File: src/rtl/fp_pkg.sv
// Shared definitions for the pipelined single-precision multiplier.
// Optional feature macro: FMUL_FLAGS_EN (adds the 4-bit exception flag output).
package fp_pkg;

    localparam int EXP_W_DEF = 8;
    localparam int MAN_W_DEF = 23;
    localparam int BIAS      = 2**(EXP_W_DEF-1) - 1;
    localparam logic [31:0] QNAN = 32'h7FC0_0000;

    typedef enum logic [1:0] {
        ZERO = 2'd0,
        NORM = 2'd1,
        INF  = 2'd2,
        NAN  = 2'd3
    } fp_class_t;

    // Bit positions inside flags = {invalid, overflow, underflow, inexact}
    localparam int FLAG_INVALID   = 3;
    localparam int FLAG_OVERFLOW  = 2;
    localparam int FLAG_UNDERFLOW = 1;
    localparam int FLAG_INEXACT   = 0;

endpackage

File: src/rtl/fp_multiplier_if.sv
// Operand/result handshake bundle for fp_multiplier.
// Optional feature macro: FMUL_FLAGS_EN (adds the flags signal).
interface fp_multiplier_if #(
    parameter int W = 32
);
    logic         in_valid;
    logic         in_ready;
    logic [W-1:0] A;
    logic [W-1:0] B;
    logic         out_valid;
    logic         out_ready;
    logic [W-1:0] result;
`ifdef FMUL_FLAGS_EN
    logic [3:0]   flags;

    modport master (output in_valid, A, B, out_ready,
                    input  in_ready, out_valid, result, flags);
    modport slave  (input  in_valid, A, B, out_ready,
                    output in_ready, out_valid, result, flags);
`else
    modport master (output in_valid, A, B, out_ready,
                    input  in_ready, out_valid, result);
    modport slave  (input  in_valid, A, B, out_ready,
                    output in_ready, out_valid, result);
`endif
endinterface

File: src/rtl/fp_mul_round.sv
// Combinational final stage: normalize the significand product, round to
// nearest-even, apply overflow-to-Inf / flush-to-zero, and pack the result.
// Optional feature macro: FMUL_FLAGS_EN (adds the flg output).
module fp_mul_round
    import fp_pkg::*;
#(
    parameter int EXP_W = EXP_W_DEF,
    parameter int MAN_W = MAN_W_DEF
) (
    input  logic                          sign,
    input  fp_class_t                     cls,
    input  logic signed [EXP_W+1:0]       esum,
    input  logic [2*MAN_W+1:0]            prod,
`ifdef FMUL_FLAGS_EN
    output logic [3:0]                    flg,
`endif
    output logic [EXP_W+MAN_W:0]          res
);
    localparam int PW = 2*MAN_W + 2;
    localparam int EW = EXP_W + 2;
    localparam logic signed [EW-1:0] ONE  = 1;
    localparam logic signed [EW-1:0] EMAX = EW'(2**EXP_W - 1);

    logic [PW-2:0]          norm;
    logic [MAN_W-1:0]       frac_n;
    logic [MAN_W-1:0]       frac_r;
    logic                   guard;
    logic                   sticky;
    logic                   inc;
    logic                   carry;
    logic                   ovf;
    logic                   unf;
    logic signed [EW-1:0]   exp_n;
    logic signed [EW-1:0]   exp_r;

    // Normalize to a hidden-one at the top, round, and select the packed result
    always_comb begin
        // Product lies in [1,4); when >= 2 the hidden one is bit PW-1 and the exponent bumps
        norm   = prod[PW-1] ? prod[PW-2:0] : {prod[PW-3:0], 1'b0};
        exp_n  = prod[PW-1] ? esum + ONE : esum;
        frac_n = norm[PW-2 -: MAN_W];
        guard  = norm[PW-2-MAN_W];
        sticky = |norm[PW-3-MAN_W:0];
        inc    = guard & (sticky | frac_n[0]);
        // An all-ones fraction rounding up wraps to zero and renormalizes upward
        carry  = inc & (&frac_n);
        frac_r = frac_n + MAN_W'(inc);
        exp_r  = carry ? exp_n + ONE : exp_n;
        ovf    = (exp_r >= EMAX);
        unf    = exp_r[EW-1] | (exp_r == '0);

        res = '0;
        unique case (cls)
            NAN:  res = {1'b0, {EXP_W{1'b1}}, 1'b1, {(MAN_W-1){1'b0}}};
            INF:  res = {sign, {EXP_W{1'b1}}, {MAN_W{1'b0}}};
            ZERO: res = {sign, {(EXP_W+MAN_W){1'b0}}};
            default: begin
                if (ovf)
                    res = {sign, {EXP_W{1'b1}}, {MAN_W{1'b0}}};
                else if (unf)
                    res = {sign, {(EXP_W+MAN_W){1'b0}}};
                else
                    res = {sign, exp_r[EXP_W-1:0], frac_r};
            end
        endcase

`ifdef FMUL_FLAGS_EN
        flg = '0;
        if (cls == NAN)
            flg[FLAG_INVALID] = 1'b1;
        if (cls == NORM) begin
            flg[FLAG_OVERFLOW]  = ovf;
            flg[FLAG_UNDERFLOW] = unf;
            flg[FLAG_INEXACT]   = guard | sticky | ovf | unf;
        end
`endif
    end

endmodule

File: src/rtl/fp_multiplier.sv
// Three-stage pipelined IEEE-754 multiplier with valid/ready on both sides.
// A stalled output freezes every stage; in_ready is the inverse of that stall.
// Optional feature macro: FMUL_FLAGS_EN (adds the exception flag pipeline).
module fp_multiplier
    import fp_pkg::*;
#(
    parameter int EXP_W = EXP_W_DEF,
    parameter int MAN_W = MAN_W_DEF
) (
    input  logic          clk,
    input  logic          reset_n,
    fp_multiplier_if.slave bus
);
    localparam int W  = EXP_W + MAN_W + 1;
    localparam int SW = MAN_W + 1;
    localparam int PW = 2*SW;
    localparam int EW = EXP_W + 2;
    localparam logic signed [EW-1:0] BIAS_S = EW'(2**(EXP_W-1) - 1);

    function automatic fp_class_t classify(input logic [EXP_W-1:0] e, input logic [MAN_W-1:0] m);
        if (e == '0)
            return ZERO;   // subnormals are treated as zero
        else if (&e)
            return (m == '0) ? INF : NAN;
        else
            return NORM;
    endfunction

    logic                 stall;
    logic                 vld_p0, vld_p1, vld_p2;
    fp_class_t            cls_a, cls_b, cls_s0;
    logic                 sign_s0;
    logic signed [EW-1:0] esum_s0;
    logic                 sign_p0, sign_p1;
    fp_class_t            cls_p0, cls_p1;
    logic signed [EW-1:0] esum_p0, esum_p1;
    logic [SW-1:0]        sig_a_p0, sig_b_p0;
    logic [PW-1:0]        prod_p1;
    logic [W-1:0]         res_s2;
    logic [W-1:0]         result_p2;

    assign stall        = vld_p2 & ~bus.out_ready;
    assign bus.in_ready = ~stall;
    assign bus.out_valid = vld_p2;
    assign bus.result    = result_p2;

    // Unpack: combined operand class, product sign and biased exponent sum
    always_comb begin
        cls_a   = classify(bus.A[W-2:MAN_W], bus.A[MAN_W-1:0]);
        cls_b   = classify(bus.B[W-2:MAN_W], bus.B[MAN_W-1:0]);
        sign_s0 = bus.A[W-1] ^ bus.B[W-1];
        if (cls_a == NAN || cls_b == NAN ||
            (cls_a == ZERO && cls_b == INF) || (cls_a == INF && cls_b == ZERO))
            cls_s0 = NAN;
        else if (cls_a == INF || cls_b == INF)
            cls_s0 = INF;
        else if (cls_a == ZERO || cls_b == ZERO)
            cls_s0 = ZERO;
        else
            cls_s0 = NORM;
        esum_s0 = $signed({2'b00, bus.A[W-2:MAN_W]}) + $signed({2'b00, bus.B[W-2:MAN_W]}) - BIAS_S;
    end

    // Stage valid bits advance together whenever the output is not stalled
    always_ff @(posedge clk or negedge reset_n) begin
        if (!reset_n) begin
            vld_p0 <= 1'b0;
            vld_p1 <= 1'b0;
            vld_p2 <= 1'b0;
        end else if (!stall) begin
            vld_p0 <= bus.in_valid;
            vld_p1 <= vld_p0;
            vld_p2 <= vld_p1;
        end
    end

    // Stage 1/2 data registers: unpacked operands, then the significand product
    always_ff @(posedge clk) begin
        if (!stall) begin
            sign_p0  <= sign_s0;
            cls_p0   <= cls_s0;
            esum_p0  <= esum_s0;
            sig_a_p0 <= {1'b1, bus.A[MAN_W-1:0]};
            sig_b_p0 <= {1'b1, bus.B[MAN_W-1:0]};
            sign_p1  <= sign_p0;
            cls_p1   <= cls_p0;
            esum_p1  <= esum_p0;
            prod_p1  <= sig_a_p0 * sig_b_p0;
        end
    end

`ifdef FMUL_FLAGS_EN
    logic [3:0] flg_s2;
    logic [3:0] flags_p2;
    assign bus.flags = flags_p2;

    fp_mul_round #(.EXP_W(EXP_W), .MAN_W(MAN_W)) u_round (
        .sign (sign_p1),
        .cls  (cls_p1),
        .esum (esum_p1),
        .prod (prod_p1),
        .flg  (flg_s2),
        .res  (res_s2)
    );

    // Stage 3: flags travel with the rounded result
    always_ff @(posedge clk or negedge reset_n) begin
        if (!reset_n)
            flags_p2 <= '0;
        else if (!stall && vld_p1)
            flags_p2 <= flg_s2;
    end
`else
    fp_mul_round #(.EXP_W(EXP_W), .MAN_W(MAN_W)) u_round (
        .sign (sign_p1),
        .cls  (cls_p1),
        .esum (esum_p1),
        .prod (prod_p1),
        .res  (res_s2)
    );
`endif

    // Stage 3: capture the rounded result only for valid stage-2 entries
    always_ff @(posedge clk or negedge reset_n) begin
        if (!reset_n)
            result_p2 <= '0;
        else if (!stall && vld_p1)
            result_p2 <= res_s2;
    end

endmodule

File: src/flat_wrapper.sv
// flat-port wrapper written by rule: the top's interface ports become plain ports
module fp_multiplier_flat import fp_pkg::*;
#(
    parameter int EXP_W = EXP_W_DEF,
    parameter int MAN_W = MAN_W_DEF
)
  (clk, reset_n, bus_in_valid, bus_A, bus_B, bus_out_ready, bus_in_ready, bus_out_valid, bus_result);
  fp_multiplier_if #(.W(32)) bus_i ();
  input  logic clk;
  input  logic reset_n;
  input wire logic [$bits(bus_i.in_valid)-1:0] bus_in_valid;
  input wire logic [$bits(bus_i.A)-1:0] bus_A;
  input wire logic [$bits(bus_i.B)-1:0] bus_B;
  input wire logic [$bits(bus_i.out_ready)-1:0] bus_out_ready;
  output wire logic [$bits(bus_i.in_ready)-1:0] bus_in_ready;
  output wire logic [$bits(bus_i.out_valid)-1:0] bus_out_valid;
  output wire logic [$bits(bus_i.result)-1:0] bus_result;
  assign bus_i.in_valid = bus_in_valid;
  assign bus_i.A = bus_A;
  assign bus_i.B = bus_B;
  assign bus_i.out_ready = bus_out_ready;
  assign bus_in_ready = bus_i.in_ready;
  assign bus_out_valid = bus_i.out_valid;
  assign bus_result = bus_i.result;
  fp_multiplier #(.EXP_W(EXP_W), .MAN_W(MAN_W)) u_core (.clk(clk), .reset_n(reset_n), .bus(bus_i));
endmodule
File: config.mk
export PLATFORM = sky130hd
export DESIGN_NAME = fp_multiplier_flat
export DESIGN_NICKNAME = d
export VERILOG_FILES = /design/src/rtl/fp_pkg.sv /design/src/rtl/fp_multiplier_if.sv /design/src/rtl/fp_mul_round.sv /design/src/rtl/fp_multiplier.sv /design/src/flat_wrapper.sv
export SDC_FILE = /design/constraint.sdc
export NUM_CORES = 2
export LEC_CHECK = 0
export BUFFER_PORTS_ARGS = -buffer_cell sky130_fd_sc_hd__buf_2
export CAP_MARGIN = 0
export CORE_ASPECT_RATIO = 0.7
export CORE_MARGIN = 5
export CORE_UTILIZATION = 59
export CTS_CLUSTER_SIZE = 30
export DETAILED_ROUTE_END_ITERATION = 8
export GPL_TIMING_DRIVEN = 1
export HOLD_SLACK_MARGIN = 0.06
export PLACE_DENSITY = 0.89
export SYNTH_ARGS = -nofsm -noshare
export SYNTH_HDL_FRONTEND = slang
export SYNTH_SLANG_ARGS = --single-unit
File: constraint.sdc
create_clock -name clk -period 7.1 [get_ports clk]
set_input_delay 0.355 -clock clk [delete_from_list [all_inputs] [get_ports clk]]
set_output_delay 0.355 -clock clk [all_outputs]
set_load 0.05 [all_outputs]
* Yosys cells after proc, flatten, opt, wreduce, memory -nomap -nowiden
Cells that the tools add are included.
** Word-level totals
- Register bits :: 155
- Bits of input ports :: 68
- Output and inout bits :: 34
- Logic and storage cells :: 71
** Cells by class
- Add/subtract/negate cells :: 5
- Multipliers :: 1
- Order comparisons :: 1
- Equal/unequal tests :: 6
- Multiplexer cells :: 14
- Bitwise logic cells :: 8
- Reduce and logical (&&, ||, !) cells :: 22
** Operator list (count)
- 32-bit one-hot mux with 3 select lines :: 1
- 31-bit 2-to-1 mux :: 2
- 24-bit by 24-bit multiplier with 48-bit output :: 1
- 47-bit 2-to-1 mux :: 1
- 23-bit zero test :: 2
- 23-bit by 1-bit adder with 23-bit output :: 1
- 23-bit AND reduction :: 1
- 23-bit OR reduction :: 1
- 10-bit by 2-bit adder with 10-bit output, second input constant :: 2
- 10-bit 2-to-1 mux :: 2
- 8-bit zero test :: 2
- 8-bit AND reduction :: 2
- 2-bit equality test, second input constant :: 6
- 10-bit by 9-bit >= comparator with 1-bit output, second input constant :: 1
- 10-bit zero test :: 1
- 10-bit by 8-bit subtractor with 10-bit output, second input constant :: 1
- 8-bit by 8-bit adder with 9-bit output :: 1
- 2-bit 2-to-1 mux :: 4
- 2-bit zero test :: 3
- 1-bit logical OR :: 5
- 1-bit 2-to-1 mux :: 4
- 1-bit AND :: 3
- 1-bit logical AND :: 3
- 1-bit NOT :: 2
- other kinds (4) :: 5

* Depth between registers and ports, before layout
- Word-level depth :: 11
- Mapped depth :: 27
- Depth with buffers taken out :: 25

* Modules after synthesis
A second synthesis with hierarchy kept.
** Unflattened totals
- Cell total of the unflattened synthesis :: 2763
- Area, all modules :: 26713.1 um^2
** Modules (own cells, without submodules)
- fp_multiplier :: times used 1, cells an instance 2429, area an instance 24257.0 um^2, seq. area each 4479.3 um^2
- fp_mul_round :: times used 1, cells an instance 334, area an instance 2456.1 um^2, seq. area each 0.0 um^2

* Worst setup path before layout
OpenSTA, ideal clock, no wires.
- Path type :: reg2reg
- Start point :: register u_core.sig_a_p0[13]
- End point :: register u_core.prod_p1[45], data pin
- Setup time :: 0.258 ns
- Arrival :: 6.566 ns
- Required time :: 6.842 ns
- Setup slack :: 0.277 ns
- Cell stages (with the launch flop) :: 27
- Path buffers :: 1
- Period minus slack after synthesis :: 6.823 ns
- Cells stage by stage :: edfxtp_1 > clkbuf_1 > nand2_1 > fa_1 > inv_1 > fa_1 > inv_1 > fa_1 > inv_1 > fa_1 > inv_1 > fa_1 > inv_1 > fa_1 > inv_1 > fa_1 > inv_1 > ha_1 > a21oi_1 > o21ai_0 > o41ai_1 > o21ai_0 > o221ai_1 > o211ai_1 > a31o_2 > a21oi_1 > xnor2_1
** Between the ends
- Longest elaborated chain between the ends :: 1
** RTL lines
- start, declared :: line fp_multiplier.sv:37 : logic [SW-1:0] sig_a_p0, sig_b_p0;
- start signal, assigned :: line fp_multiplier.sv:83 : sig_a_p0 <= {1'b1, bus.A[MAN_W-1:0]};
- 24-bit by 24-bit multiplier with 48-bit output :: line fp_multiplier.sv:88 : prod_p1 <= sig_a_p0 * sig_b_p0;
- end signal, assigned :: line fp_multiplier.sv:88
- end, declared :: line fp_multiplier.sv:38 : logic [PW-1:0] prod_p1;
No other way between the ends.
A chain may end at the register's enable or synchronous reset.

* Worst setup path in the final report
- Start point :: register u_core.sig_b_p0[0]
- End point :: register u_core.prod_p1[37], data pin
** Between the ends
- Longest elaborated chain between the ends :: 1
** RTL lines
- start, declared :: line fp_multiplier.sv:37
- start signal, assigned :: line fp_multiplier.sv:84 : sig_b_p0 <= {1'b1, bus.B[MAN_W-1:0]};
- 24-bit by 24-bit multiplier with 48-bit output :: line fp_multiplier.sv:88
No other way between the ends.

==> results.md <==
- Outcome: finished, violations left
- Failing checks: setup timing
- Number of synthesized flops with an enable pin: between 100 and 150
- Clock latency on the worst-skew pair: approximately 0.46 ns
- Overall die height: around 190 um
- Final WL: a little under 80000 um
- First-pass GRT wire length: 118200 um
- H-tree depth: 4
- Slowest stage delay, CP: around 0.55 ns
- FF+latch area: about 0.0045 mm^2
- CP Launch Type: flop
- RD Place Congestion: 1.051
- Layout cell share with drive strength beyond 1: approximately 15%
- Vias in the first global route: approximately 21000
- Vias: around 20000
- Dpl cells: between 3000 and 4000
- Maximum fanout along the worst path: 5
- Port bufs: between 100 and 150
- Footprint of the multi-input gates: roughly 0.019 mm^2
- Drt pass-1 iters: 6
- Slew HR: approximately a quarter
- Reg2reg setup slack: -0.05 ns
- Critical path depth: 27
- Fillers: 3122
- Final min period: roughly 7 ns
- Most frequent CP cell: fa_1
- Slowest stage cell, crit path: edfxtp_1
- Mean Syn Cell Area: approximately 9.6 um^2
- Fin. Hold Viols: 0
- Clock sink total: 155
- Die area: 0.04827 mm^2
- Clock Skew: ~0.016 ns
- Worst Setup Slack, final: -0.04988 ns
- Top_reg_cell synth: edfxtp_1
- Final net count: approximately 3600
- CTS tree: done
- Max clock buf depth: 2
- Worst R2R Start: u_core.sig_b_p0[0]
- Yosys warnings: 0
- Max-slew violation count: 0
- Core Region: around 0.044 mm^2
- Post-route DRC: 0
- Share of async-settable or async-resettable flops after synthesis: 22.58%
- CTS clock-pin slew for the worst setup and hold paths: approximately 0.080 ns
- F_max: 139.9 MHz
- Initial Util: 59.48%
- Area delta synth->final: 13.62%
- Routed Antenna Nets: 0
- Worst min path class: input port to flop
- Delay-heaviest family, CP: adder cells
- Layout Cells excl Fill: 3516
- TritonCTS Buffers: 17
- Synthesized cell area: 0.02591 mm^2
- Synth cell types: 75
- Post-DP HPWL: 61750 um
- Most common cell after layout, fill and taps aside: inv_1
- Period utilization: 100.7%
- Worst path arrival time: approximately 7.4 ns
- Die width: between 200 and 300 um
- Avg Vias per Cell: around 6
- Initial antenna violation count: 2
- Reg2Reg Depth: 27
- Gr usage total: between 30 and 40%
- Syn Inst Count: about 2700
- Hold-critical path endpoint: u_core.sig_b_p0[11]
- Crit end category: flop
- Remaining Overflow, GRT: 0
- DR WL/cell: ~22 um
- Hold Startpoint: bus_B[11]
- Required @ worst endpoint: 7.31 ns
- Rows: 64
- Worst path bufs/invs: 9
- Mapped Nets: 3428
- Cell depth of the worst hold path: 1
- Finish-stage setup viols: 3
- Seq/Total Area, Yosys: between 10% and 20%
- Clk root buf: clkbuf_16
- DR iter-0 viols: approximately 2400
- Max-cap viol count: 0
- Worst hold margin: a little under 0.09 ns
- Num ports: 102
- #FFs+latches synth: 155
- Most frequent cells in the layout: 596 x inv_1, 469 x fa_1, 330 x nand2_1
- Critical path type: flop to flop
- Reg-to-Reg End: u_core.prod_p1[37]
- Slew @ Worst Pin: roughly 1.1 ns
- Pin count of the biggest net entering global routing: between 60 and 70
worst register-to-register path, delay by kind of cell, from the launching register on:
family | cells | cell delay [ns]
simple gates | 1 | 0.17
compound gates | 8 | 1.21
xor+xnor | 1 | 0.39
fa+ha+maj | 8 | 3.51
flops | 1 | 0.55
buf+inv | 9 | 1.06
routing by layer:
layer,vias to the layer above,wire [um],global-route usage [%],part of all wire (%)
li1,8657,-,-,-
met1,10160,29780,43.52,38
met2,1394,34130,47.94,44
met3,286,10570,11.84,14
met4,0,3677,11.57,4.7
met5,-,0,0,0
cells by family (layout without fill, tap and decap cells):
family / after synthesis / count (layout) / synth area share [%]
AND/OR/NAND/NOR: 811 / 811 / 15.65
buffers and inverters: 718 / 947 / 10.58
adder cells (fa/ha/maj): 669 / 669 / 46.30
AO/OA/AOI/OAI: 215 / 215 / 5.867
flip-flops: 155 / 155 / 17.29
XOR/XNOR: 104 / 104 / 3.574
multiplexers: 19 / 19 / 0.7485
other: 0 / 2 / 0
Yosys cell counts (6+ instances only):
cell type	number	share of area [%]
and2_1	261	6.3
fa_1	483	37
o21ai_0	33	0.64
a21oi_1	55	1.1
xnor2_1	69	2.3
a21o_1	20	0.58
clkbuf_1	103	1.5
a211oi_1	7	0.20
o21bai_1	6	0.17
nor4_1	23	0.56
a31oi_1	8	0.19
nor3_1	19	0.37
nand2b_1	7	0.17
nand2_1	332	4.8
edfxtp_1	120	14
xor2_1	33	1.1
a22o_1	21	0.71
o211ai_1	7	0.20
nand4_1	17	0.41
o21a_1	7	0.20
inv_1	603	8.7
dfrtp_1	35	3.4
a211o_1	8	0.27
nand3_1	27	0.52
nor2_1	90	1.3
mux2i_1	16	0.62
ha_1	186	9.0
registers in the layout, summed over array words and instances (netlist names):
signal	flops
u_core.sign_p1	1
u_core.sign_p0	1
u_core.sig_b_p0	23
u_core.bus.out_valid	1
u_core.cls_p1	2
u_core.bus.result	32
u_core.sig_a_p0	23
u_core.vld_p1	1
u_core.cls_p0	2
u_core.vld_p0	1
u_core.esum_p1	10
u_core.esum_p0	10
u_core.prod_p1	48
how the worst max path moves through the flow:
| stage | slack [ns] | start | endpoint |
|---|---|---|---|
| floorplan | 0.28 | u_core.sig_a_p0[13] | u_core.prod_p1[45] |
| global placement | 0.10 | u_core.sig_a_p0[4] | u_core.prod_p1[45] |
| detailed placement | -0.01 | u_core.sig_a_p0[4] | u_core.prod_p1[37] |
| CTS | 0.0007 | u_core.sig_b_p0[9] | u_core.prod_p1[46] |
| global route | -0.21 | u_core.sig_a_p0[16] | u_core.prod_p1[38] |
| finish | -0.05 | u_core.sig_b_p0[0] | u_core.prod_p1[37] |
repair_timing:
item                                    CTS  global route
hold buffers                              1             0
pin swaps                                 0            46
buffers inserted                         13            71
resized for setup                         2           110
endpoints found under the hold margin    35             0
endpoints found under the setup margin    5            20
cloned                                    0             1
cell type report:
| type | instances | share of cell area [%] |
|---|---|---|
| multi-input cells | 1818 | 64.66 |
| flip-flops and latches | 155 | 15.22 |
| repair buffers | 310 | 7.820 |
| inverters | 605 | 7.727 |
| well taps | 594 | 2.525 |
| clock buffers | 17 | 1.445 |
| clock inverters | 15 | 0.5865 |
| diodes | 2 | 0.01700 |
through the flow:
stage / setup WS (ns) / area [um^2] / utilization (%) / setup TNS (ns)
4_1_cts: 0.0007399 / 28420 / 65.23 / 0
3_5_place_dp: -0.01297 / 27700 / 63.58 / -0.01297
2_1_floorplan: 0.2765 / 25910 / - / 0
5_1_grt: -0.2054 / 29430 / 67.57 / -1.110
6_report: -0.04988 / 29440 / 67.58 / -0.1298
3_3_place_gp: 0.1006 / 27700 / 63.58 / 0
Power is left out: the tool's default activity adds up to more than one toggle a clock period on the data nets, which glitch-free logic cannot reach.
